`src/rtl/uart_tx_if.sv`:
```
// Byte handshake and serial-line bundle for the UART transmitter.
interface uart_tx_if;
    logic [7:0] data_in;
    logic       in_valid;
    logic       in_ready;
    logic       tx;
    logic       busy;
    logic       done;

    // Producer side: drives the byte and its valid, observes the line and status.
    modport master (
        output data_in,
        output in_valid,
        input  in_ready,
        input  tx,
        input  busy,
        input  done
    );

    // Transmitter side.
    modport slave (
        input  data_in,
        input  in_valid,
        output in_ready,
        output tx,
        output busy,
        output done
    );
endinterface

```
`src/rtl/uart_tx.sv`:
```
// UART serial transmitter: start bit, 8 data bits LSB first, optional parity,
// one or two stop bits. All outputs are registered.
module uart_tx #(
    parameter int unsigned CLK_DIV    = 5208,
    parameter int unsigned PARITY_EN  = 0,
    parameter int unsigned PARITY_ODD = 0,
    parameter int unsigned STOP_BITS  = 1
) (
    input  logic     sys_clk,
    input  logic     rst,
    uart_tx_if.slave bus
);
    localparam int unsigned CntW     = $clog2(CLK_DIV);
    localparam logic [CntW-1:0] BaudLast = CntW'(CLK_DIV - 1);
    localparam logic [2:0]  StopLast = 3'(STOP_BITS - 1);
    localparam logic        ParOdd   = (PARITY_ODD != 0);
    localparam logic        ParEn    = (PARITY_EN != 0);

    typedef enum logic [2:0] {StIdle, StStart, StData, StParity, StStop} state_e;

    state_e          state_q;
    logic [CntW-1:0] baud_q;
    logic [2:0]      bit_q;      // data bit index in DATA, stop bit index in STOP
    logic [7:0]      shift_q;
    logic [7:0]      byte_q;     // untouched copy of the accepted byte for parity
    logic            tx_q;
    logic            in_ready_q;
    logic            busy_q;
    logic            done_q;

    logic baud_end;
    logic par_bit;

    // Bit-end strobe and parity of the latched byte.
    always_comb begin
        baud_end = (baud_q == BaudLast);
        par_bit  = (^byte_q) ^ ParOdd;
    end

    // Frame FSM; tx/in_ready/busy/done are loaded alongside each state change.
    always_ff @(posedge sys_clk) begin
        if (rst) begin
            state_q    <= StIdle;
            baud_q     <= '0;
            bit_q      <= '0;
            shift_q    <= '0;
            byte_q     <= '0;
            tx_q       <= 1'b1;
            in_ready_q <= 1'b1;
            busy_q     <= 1'b0;
            done_q     <= 1'b0;
        end else begin
            done_q <= 1'b0;
            if (state_q == StIdle) begin
                if (bus.in_valid && in_ready_q) begin
                    shift_q    <= bus.data_in;
                    byte_q     <= bus.data_in;
                    state_q    <= StStart;
                    baud_q     <= '0;
                    bit_q      <= '0;
                    tx_q       <= 1'b0;
                    in_ready_q <= 1'b0;
                    busy_q     <= 1'b1;
                end
            end else if (!baud_end) begin
                baud_q <= baud_q + 1'b1;
            end else begin
                baud_q <= '0;
                case (state_q)
                    StStart: begin
                        state_q <= StData;
                        tx_q    <= shift_q[0];
                    end
                    StData: begin
                        shift_q <= shift_q >> 1;
                        if (bit_q == 3'd7) begin
                            bit_q <= '0;
                            if (ParEn) begin
                                state_q <= StParity;
                                tx_q    <= par_bit;
                            end else begin
                                state_q <= StStop;
                                tx_q    <= 1'b1;
                            end
                        end else begin
                            bit_q <= bit_q + 1'b1;
                            // Shift happens on this same edge, so the next bit is [1].
                            tx_q  <= shift_q[1];
                        end
                    end
                    StParity: begin
                        state_q <= StStop;
                        tx_q    <= 1'b1;
                    end
                    StStop: begin
                        if (bit_q == StopLast) begin
                            state_q    <= StIdle;
                            bit_q      <= '0;
                            in_ready_q <= 1'b1;
                            busy_q     <= 1'b0;
                            done_q     <= 1'b1;
                        end else begin
                            bit_q <= bit_q + 1'b1;
                        end
                        tx_q <= 1'b1;
                    end
                    default: begin
                        state_q <= StIdle;
                    end
                endcase
            end
        end
    end

    assign bus.tx       = tx_q;
    assign bus.in_ready = in_ready_q;
    assign bus.busy     = busy_q;
    assign bus.done     = done_q;

endmodule

```
`src/flat_wrapper.sv`:
```
// flat-port wrapper written by rule: the top's interface ports become plain ports
module uart_tx_flat 
#(
    parameter int unsigned CLK_DIV    = 5208,
    parameter int unsigned PARITY_EN  = 0,
    parameter int unsigned PARITY_ODD = 0,
    parameter int unsigned STOP_BITS  = 1
)
  (sys_clk, rst, bus_data_in, bus_in_valid, bus_in_ready, bus_tx, bus_busy, bus_done);
  uart_tx_if bus_i ();
  input  logic sys_clk;
  input  logic rst;
  input wire logic [$bits(bus_i.data_in)-1:0] bus_data_in;
  input wire logic [$bits(bus_i.in_valid)-1:0] bus_in_valid;
  output wire logic [$bits(bus_i.in_ready)-1:0] bus_in_ready;
  output wire logic [$bits(bus_i.tx)-1:0] bus_tx;
  output wire logic [$bits(bus_i.busy)-1:0] bus_busy;
  output wire logic [$bits(bus_i.done)-1:0] bus_done;
  assign bus_i.data_in = bus_data_in;
  assign bus_i.in_valid = bus_in_valid;
  assign bus_in_ready = bus_i.in_ready;
  assign bus_tx = bus_i.tx;
  assign bus_busy = bus_i.busy;
  assign bus_done = bus_i.done;
  uart_tx #(.CLK_DIV(CLK_DIV), .PARITY_EN(PARITY_EN), .PARITY_ODD(PARITY_ODD), .STOP_BITS(STOP_BITS)) u_core (.sys_clk(sys_clk), .rst(rst), .bus(bus_i));
endmodule
```
`config.mk`:
```
export PLATFORM = sky130hd
export DESIGN_NAME = uart_tx_flat
export DESIGN_NICKNAME = d
export VERILOG_FILES = /design/src/rtl/uart_tx_if.sv /design/src/rtl/uart_tx.sv /design/src/flat_wrapper.sv
export SDC_FILE = /design/constraint.sdc
export NUM_CORES = 1
export LEC_CHECK = 0
export CELL_PAD_IN_SITES_DETAIL_PLACEMENT = 0
export CELL_PAD_IN_SITES_GLOBAL_PLACEMENT = 1
export CORE_AREA = 3 3 55 83
export CTS_CLUSTER_DIAMETER = 30
export DETAILED_ROUTE_END_ITERATION = 6
export DIE_AREA = 0 0 58 86
export PLACE_DENSITY = 0.84
export SETUP_SLACK_MARGIN = 0.2
export SYNTH_ARGS = -nofsm -noshare
export SYNTH_HDL_FRONTEND = slang
export SYNTH_SLANG_ARGS = --single-unit
```
`constraint.sdc`:
```
create_clock -name sys_clk -period 2.8 [get_ports sys_clk]
set_input_delay 0.84 -clock sys_clk [delete_from_list [all_inputs] [get_ports sys_clk]]
set_output_delay 0.84 -clock sys_clk [all_outputs]
set_load 0.005 [all_outputs]
```
==> results.txt, run 1 <==
max_slew headroom = 0.401
Seq/Total Area, Yosys = 0.339
asr flop ratio synth = 0
synth unique cells = 52
Reg2Reg Setup Slack = 0.50 ns
Ys Warns = 0
Synthesized Nets = 219
# Max-Cap Violations = 0
clk_skew = 0.00821 ns
1st-pass router iterations = 4
post-synth design cell area = 1830 sq um
Avg Vias per Cell = 6.21
Crit Path Category = reg -> reg
pin count of the biggest net entering global routing = 21
GPL Wtd Cong = 0.839
first-pass GRT wire length = 7460 um
M2 GR Usage = 0.328
Multi-input gate area = 1110 sq um
port buffer count = 14
Setup WS pre-CTS = 0.372 ns
Num Clock Sinks = 31
Clk Latency, worst-skew pair = 0.28 ns
I/O pins = 15
GR Util met1 = 0.227
share of layout cells above drive strength 1 = 0.125
TNS Setup = 0 ns
# fillers = 396
Final #Nets = 231
WP data arrival = 2.48 ns
# DRC = 0
Detail Route Antenna Nets = 0
Die Ht = 86 um
GR peak layer = met2
dominant cells by area after synthesis = dfxtp_1 (34%), a21oi_1 (4.9%), mux2i_1 (4.9%)
Routed wire per std cell = 16.5 um
Die Wd = 58 um
unrepaired setup endpoints after global routing = false
status = complete, no violations
CTS resizes = 0
maximum clock rate = 435 MHz
met3 usage = 0.0407
drt total wl = 4300 um
Antenna Cells = 0
Worst-Margin Slew = 0.895 ns
Critical Path Sink Type = flip-flop
# hold bufs at CTS = 0
Hold Path Class = reg -> reg
Post-synth top cells = dfxtp_1 (31), a21oi_1 (18), a31oi_1 (14)
TritonCTS Buffers = 5
share of the synthesized area in the top cell type = 0.339
buffer count from post-CTS setup fixing = 0
Total GRT Usage = 0.192
Area growth syn-to-layout = 14.1%
Vias = 1621
Post-synth EDFFs = 0
Reg area = 621 sq um
clk buf depth = 2
row cnt = 28
vias in the first global route = 1593
initial antenna violation count = 0
CTS tree = built
Cell Pwr Density = 525 nW/um^2
HPWL Detailed = 3080 um
Starting Density = 0.467
Die ar. = 4990 sq um
Avg Cell Area, Syn = 8.98 sq um
H-tree levels = 2
Final Max Tran Viols = 0
Final setup viols = 0
Final Hold Fails = 0
Core Area = 3920 sq um
Data required, critical path = 2.99 ns
Post-Syn Instances = 204
Main synth FF type = dfxtp_1
CP Launch Type = flip-flop
Final Cycle Share = 0.821
global route overflow = 0
P_leak = 0.728 nW
Peak VDD IR = 0.352 mV
Iteration-0 DRC Markers = 81
post-route setup slack = 0.501 ns
crit-path max FO = 15
min Tclk post-route = 2.30 ns
root buf cell = clkbuf_8
cell with the most instances after synthesis = dfxtp_1
Synth Register Bits = 31
Clock transition at path regs = 0.06 ns
cell type with the highest aggregate area in the netlist = dfxtp_1
-- report_power, final --
| part | total, mW | internal [mW] | switching (mW) |
|---|---|---|---|
| combinational | 0.180 | 0.0855 | 0.0948 |
| sequential | 0.491 | 0.467 | 0.0240 |
| clock | 0.426 | 0.261 | 0.165 |
| total | 1.10 | 0.813 | 0.284 |
-- through the flow --
| step | std cells | util | area [sq um] | power, mW | hold slack [ns] |
|---|---|---|---|---|---|
| final | 261 | 0.533 | 2090 | 1.10 | 0.468 |
| after global routing | 261 | 0.533 | 2090 | 1.15 | 0.507 |
| after CTS | 261 | 0.533 | 2090 | 1.11 | 0.474 |
| after detailed placement | 254 | 0.506 | 1990 | 0.680 | 0.453 |
| after global placement | 254 | 0.506 | 1990 | 0.672 | 0.450 |
| after floorplan | 204 | - | 1830 | 0.625 | 0.447 |
-- worst paths after layout --
kind | from | endpoint | cells past startpoint
worst max-delay path | u_core.baud_q[0]$_SDFFE_PP0P_ | u_core.shift_q[5]$_SDFFE_PP0P_ | 5
worst min-delay path | u_core.bus.tx$_SDFFE_PP1P_ | u_core.bus.tx$_SDFFE_PP1P_ | 1
worst max register to register | u_core.baud_q[0]$_SDFFE_PP0P_ | u_core.shift_q[5]$_SDFFE_PP0P_ | 5
worst min register to register | u_core.bus.tx$_SDFFE_PP1P_ | u_core.bus.tx$_SDFFE_PP1P_ | 1
-- worst max-delay path, stage by stage (launching register included) --
cell and delay, ns:
dfxtp_1 0.39, ha_1 0.32, nand4bb_4 0.17, o41ai_4 0.86
a21oi_1 0.17, a311oi_1 0.29
-- cell type report --
type,count,share of cell area
inverter,5,0.00898
clock inverter,1,0.0144
timing repair buffer,20,0.0886
clock buffer,6,0.0347
multi-input combinational,153,0.529
sequential,31,0.297
tap,45,0.0269
-- cells in the final DEF, fill, tap and decap left out, types with 5 or more instances in the layout --
cell / Yosys / final
dfxtp_1: 31 / 31
a21oi_1: 18 / 18
a31oi_1: 14 / 14
clkdlybuf4s50_1: 0 / 14
nand2_1: 12 / 12
nand3_1: 11 / 11
nor2_1: 9 / 9
mux2i_1: 9 / 9
nand4_1: 7 / 7
o21ai_0: 6 / 6
buf_4: 0 / 6
inv_1: 5 / 5
clkbuf_8: 1 / 5
-- per-layer routing --
metal / vias to the layer above / wire length (um)
met5: - / 0
met4: 0 / 70
met3: 6 / 152
met2: 33 / 2250
met1: 769 / 1830
li1: 813 / -
-- cell families after synthesis --
logic type / Yosys count / synth area share
AOI/OAI and AO/OA: 65 / 0.255
buffers and inverters: 20 / 0.0574
adders and majority gates: 4 / 0.0273
DFF: 31 / 0.339
and+or+nand+nor: 74 / 0.266
muxes: 10 / 0.0553
-- sequential cells by signal (all words and copies together), names as in the netlist --
register,count
u_core.bit_q,3
u_core.bus.tx,1
u_core.state_q,3
u_core.bus.done,1
u_core.bus.busy,1
u_core.bus.in_ready,1
u_core.shift_q,8
u_core.baud_q,13
Power figures use the tool's default switching activity.
==> run 2: changes to the inputs <==
- CORE_AREA: 3 3 55 83 -> 3 3 60 89
- DIE_AREA: 0 0 58 86 -> 0 0 63 92
- PLACE_DENSITY: 0.84 -> 0.76
- clock period: 2.8 -> 1.95 ns (I/O delays scaled with it)
==> results.txt, run 2 (synthesis gave the netlist of run 1 again) <==
status = complete, no violations
CTS tree = built
Hold Path Cell Cnt = 1 (unchanged)
row cnt = 30 (+7.1%)
global route overflow = 0 (unchanged)
initial antenna violation count = 0 (unchanged)
pin count of the biggest net entering global routing = 22 (+4.8%)
Placed Area = 2220 sq um (+12%)
Die Wd = 63 um (+8.6%)
Starting Density = 0.397 (-0.0701)
Area growth syn-to-layout = 36.3%
maximum clock rate = 581 MHz (+34%)
Largest Register = u_core.baud_q
# fillers = 456 (+15%)
Data required, critical path = 2.12 ns (-0.87 ns)
Final #Nets = 263 (+14%)
# Max-Cap Violations = 0 (unchanged)
vias in the first global route = 1728 (+8.5%)
WP data arrival = 1.89 ns (-0.59 ns)
Critical Path Sink Type = flip-flop
Hold Path Class = reg -> reg
Num Clock Sinks = 31 (unchanged)
Final Hold Fails = 0 (unchanged)
Die Ht = 92 um (+7.0%)
clk_skew = 0.00846 ns (+0.000250 ns)
TritonCTS Buffers = 5 (unchanged)
min Tclk post-route = 1.72 ns (-0.579 ns)
HPWL Detailed = 3330 um (+8.3%)
GPL Wtd Cong = 0.816 (-2.8%)
first-pass GRT wire length = 7870 um (+5.6%)
Detail Route Antenna Nets = 0 (unchanged)
Clock transition at path regs = 0.06 ns (about the same)
drt total wl = 4750 um (+10%)
port buffer count = 14 (unchanged)
worst r2r path cells = 6 (+1)
Iteration-0 DRC Markers = 85 (+4.9%)
unrepaired setup endpoints after global routing = true
Crit Path Category = reg -> reg
crit-path max FO = 2 (-13)
commonest non-fill, non-tap cell in the layout = buf_4
biggest regs = u_core.baud_q: 13 flops, u_core.shift_q: 8 flops
1st-pass router iterations = 4 (unchanged)
Final Cycle Share = 0.882 (+0.0611)
TNS Setup = 0 ns (unchanged)
Clk Latency, worst-skew pair = 0.29 ns (about the same)
clk buf depth = 2 (unchanged)
max_slew headroom = 0.676 (+0.274)
Avg Vias per Cell = 5.68 (-8.6%)
Routed wire per std cell = 15.2 um (-7.9%)
Core Area = 4620 sq um (+18%)
Total GRT Usage = 0.171 (-0.0212)
CP Launch Type = flip-flop
Cell Pwr Density = 612 nW/um^2 (+17%)
Antenna Cells = 0 (unchanged)
Peak VDD IR = 0.464 mV (+32%)
# DRC = 0 (unchanged)
P_leak = 0.929 nW (+28%)
root buf cell = clkbuf_8
most frequent cells in the layout = buf_4 (32), dfxtp_1 (25), a21oi_1 (17)
design area = 2500 sq um (+20%)
H-tree levels = 2 (unchanged)
max reg flops = 13 (unchanged)
Final Max Tran Viols = 0 (unchanged)
Vias = 1777 (+9.6%)
Die ar. = 5800 sq um (+16%)
I/O pins = 15 (unchanged)
share of layout cells above drive strength 1 = 0.305 (+0.180)
Worst-Margin Slew = 0.483 ns (-0.412 ns)
Final setup viols = 0 (unchanged)
==> run 2: final cells by class <==
cell class                      count  area [sq um]  area share
Clock buffer                        7          76.3      0.0306
Clock inverter                      1          5.00     0.00200
Inverter                            5          18.8     0.00752
Multi-Input combinational cell    153          1200       0.479
Sequential cell                    31           631       0.253
Tap cell                           64          80.1      0.0321
Timing Repair Buffer               52           489       0.196
==> run 2: path summary, 6_finish.rpt <==
check                                      from  slack (ns)                            to
setup reg to reg  u_core.baud_q[0]$_SDFFE_PP0P_        0.23  u_core.bit_q[0]$_SDFFE_PP0P_
hold reg to reg      u_core.bus.tx$_SDFFE_PP1P_        0.48    u_core.bus.tx$_SDFFE_PP1P_
setup / recovery  u_core.baud_q[0]$_SDFFE_PP0P_        0.23  u_core.bit_q[0]$_SDFFE_PP0P_
hold / removal       u_core.bus.tx$_SDFFE_PP1P_        0.48    u_core.bus.tx$_SDFFE_PP1P_
==> run 2: worst max-delay path, cell delays in order (launching register included) <==
cell	delay (ns)
dfxtp_2	0.35
ha_4	0.15
nand4bb_4	0.14
buf_6	0.15
nor4_4	0.31
o21a_1	0.18
mux2_2	0.33
==> run 2: routing by layer <==
metal	vias up	global-route usage	share of wire
met5	-	0	0
met4	0	0.118	0.032
met3	14	0.0270	0.032
met2	36	0.300	0.53
met1	852	0.184	0.41
li1	875	-	-
==> run 2: through the flow <==
step / setup WS, ns / hold slack, ns / util / instances / power, mW
4_1_cts: 0.200 / 0.476 / 0.514 / 309 / 1.53
5_1_grt: 0.175 / 0.523 / 0.541 / 313 / 1.63
3_3_place_gp: -0.0416 / 0.455 / 0.481 / 298 / 1.02
2_1_floorplan: 0.205 / 0.447 / - / 204 / 0.899
6_report: 0.230 / 0.476 / 0.541 / 313 / 1.53
3_5_place_dp: -0.0712 / 0.456 / 0.481 / 298 / 1.02
==> run 2: repair_timing <==
action                                  in CTS  in global routing
resized for setup                            9                 19
endpoints found under the setup margin      15                 20
hold buffers                                 0                  0
pin swaps                                    3                  7
hold endpoints to repair                     0                  0
gates cloned                                 0                  1
setup buffers                                3                  3
==> run 2: power by group <==
| group | leakage [nW] | switching (mW) | internal (mW) |
|---|---|---|---|
| Clock | 0.0422 | 0.243 | 0.250 |
| Sequential | 0.255 | 0.0311 | 0.672 |
| Combinational | 0.632 | 0.159 | 0.173 |
| Total | 0.929 | 0.434 | 1.09 |
==> variant, RTL diff (config.mk and constraints of run 1) <==
`CLK_DIV` is set to 5208 in 2 places; all go to 20832.
--- a/src/rtl/uart_tx.sv
+++ b/src/rtl/uart_tx.sv
@@ -1,7 +1,7 @@
 // UART serial transmitter: start bit, 8 data bits LSB first, optional parity,
 // one or two stop bits. All outputs are registered.
 module uart_tx #(
-    parameter int unsigned CLK_DIV    = 5208,
+    parameter int unsigned CLK_DIV    = 20832,
     parameter int unsigned PARITY_EN  = 0,
     parameter int unsigned PARITY_ODD = 0,
     parameter int unsigned STOP_BITS  = 1
--- a/src/flat_wrapper.sv
+++ b/src/flat_wrapper.sv
@@ -1,7 +1,7 @@
 // flat-port wrapper written by rule: the top's interface ports become plain ports
 module uart_tx_flat 
 #(
-    parameter int unsigned CLK_DIV    = 5208,
+    parameter int unsigned CLK_DIV    = 20832,
     parameter int unsigned PARITY_EN  = 0,
     parameter int unsigned PARITY_ODD = 0,
     parameter int unsigned STOP_BITS  = 1
Check against the original RTL: no difference found for any inputs over 10 cycles, from zero or initial values and one cycle with rst high; that may be too few to reach the edited logic, so the function may still have changed.
==> variant against run 1 <==
- global-route usage rose by 0.50 points
- clock power fell by 23%
- power fell by 3.5%
- utilization rose by 1.9 points
- area after synthesis rose by 5.0%
- cell area rose by 3.6%
- routed wire length rose by 1.8%
- sequential cell count rose by 2
- worst hold slack improved by 0.96 ps
- worst setup slack improved by 14 ps
- critical path type unchanged
- largest cell class unchanged
- largest power group unchanged
==> variant: results (changes against run 1) <==
[detailed_routing]
wl_per_cell_um = 14.9  ; -9.6%
m1WireLength_um = 1880  ; +2.6%
vias = 1715  ; +5.8%
drt-initial-drc-count = 80  ; -1.2%
wl_met2_um = 2270  ; +1.0%
wl_met3_um = 121  ; -20%

[worst_setup_path]
worstSetupStartpoint = u_core.baud_q[9]$_SDFFE_PP0P_

[synthesis]
synth_common_cells = 34 x nand2_1, 33 x dfxtp_1, 14 x a21oi_1, 13 x nor2_1, 11 x nand3_1
ys_seq_area_share_pct = 34.4  ; +0.47 points
synth_xor_area_share_pct = 1.37  ; +1.4 points
synth_top_area_share_pct = 34.4  ; +0.47 points
synth_nets = 250  ; +14%

[power_and_ir_drop]
peakVddDrop_uv = 316  ; -10%
p_leak_uw = 0.000832  ; +14%
pg_seq_uw = 523  ; +6.5%
comb_power_share_pct = 19.3  ; +2.9 points

[layout]
reg_top3 = u_core.baud_q x15, u_core.shift_q x8
drive_above_1_share_pct = 12.0  ; -0.45 points
fill_cells = 381  ; -3.8%
final_nets = 265  ; +15%

[global_routing]
met3_usage_pct = 4.37  ; +0.30 points
track_usage_pct = 19.7  ; +0.50 points
met1_usage_pct = 23.5  ; +0.82 points
grt_max_degree = 28  ; +33%
first_global_vias = 1636  ; +2.7%
grt_pass1_wl_um = 7650  ; +2.5%

[status]
status = finished clean

[sta]
relSlewSlack_pct = 52.8  ; +13 points

[placement]
place_ws_ps = 356  ; -15.8 ps
routabilityCongestion = 0.852  ; +1.5%

[variant: cell count changes after synthesis, sizes merged, moves of 4 or more]
cell / run 1 / this run
or3: 2 / 7
nor2: 9 / 13
mux2: 1 / 7
mux2i: 9 / 4
nor2b: 3 / 9
a31oi: 14 / 2
a311oi: 7 / 0
nor4: 4 / 8
nor3: 2 / 10
nand2: 12 / 34
a21oi: 18 / 14
[variant: critical path, stage by stage (launching register included)]
cell      delay, ps
dfxtp_1         380
or4_1           570
or4_1           730
nor3_1          390
a2111o_1        160
[variant: path summary, 6_finish.rpt]
check / to / slack (ps) / depth (start not counted)
worst max-delay path: u_core.bus.in_ready$_SDFFE_PP1P_ / 520 / 4
worst min-delay path: u_core.bit_q[2]$_SDFFE_PP0P_ / 470 / 2
worst max register to register: u_core.bus.in_ready$_SDFFE_PP1P_ / 520 / 4
worst min register to register: u_core.bit_q[2]$_SDFFE_PP0P_ / 470 / 2
[variant: layout make-up]
type                    instances  area, um2  area share, %
flip-flops and latches         33        661           30.5
clock inverters                 1       5.00          0.231
clock buffers                   5       68.8           3.18
repair buffers                 23        208           9.60
multi-input cells             180       1140           52.7
inverters                       7       26.3           1.21
well taps                      45       56.3           2.60
[variant: through the flow]
| step | cell area (um2) | cells | util, % | hold slack (ps) | total power (uW) |
|---|---|---|---|---|---|
| 2_1_floorplan | 1920 | 235 | - | 447 | 676 |
| 3_3_place_gp | 2090 | 288 | 53.3 | 460 | 740 |
| 3_5_place_dp | 2090 | 288 | 53.3 | 465 | 739 |
| 4_1_cts | 2160 | 294 | 55.2 | 474 | 1070 |
| 5_1_grt | 2160 | 294 | 55.2 | 495 | 1120 |
| 6_report | 2160 | 294 | 55.2 | 469 | 1060 |
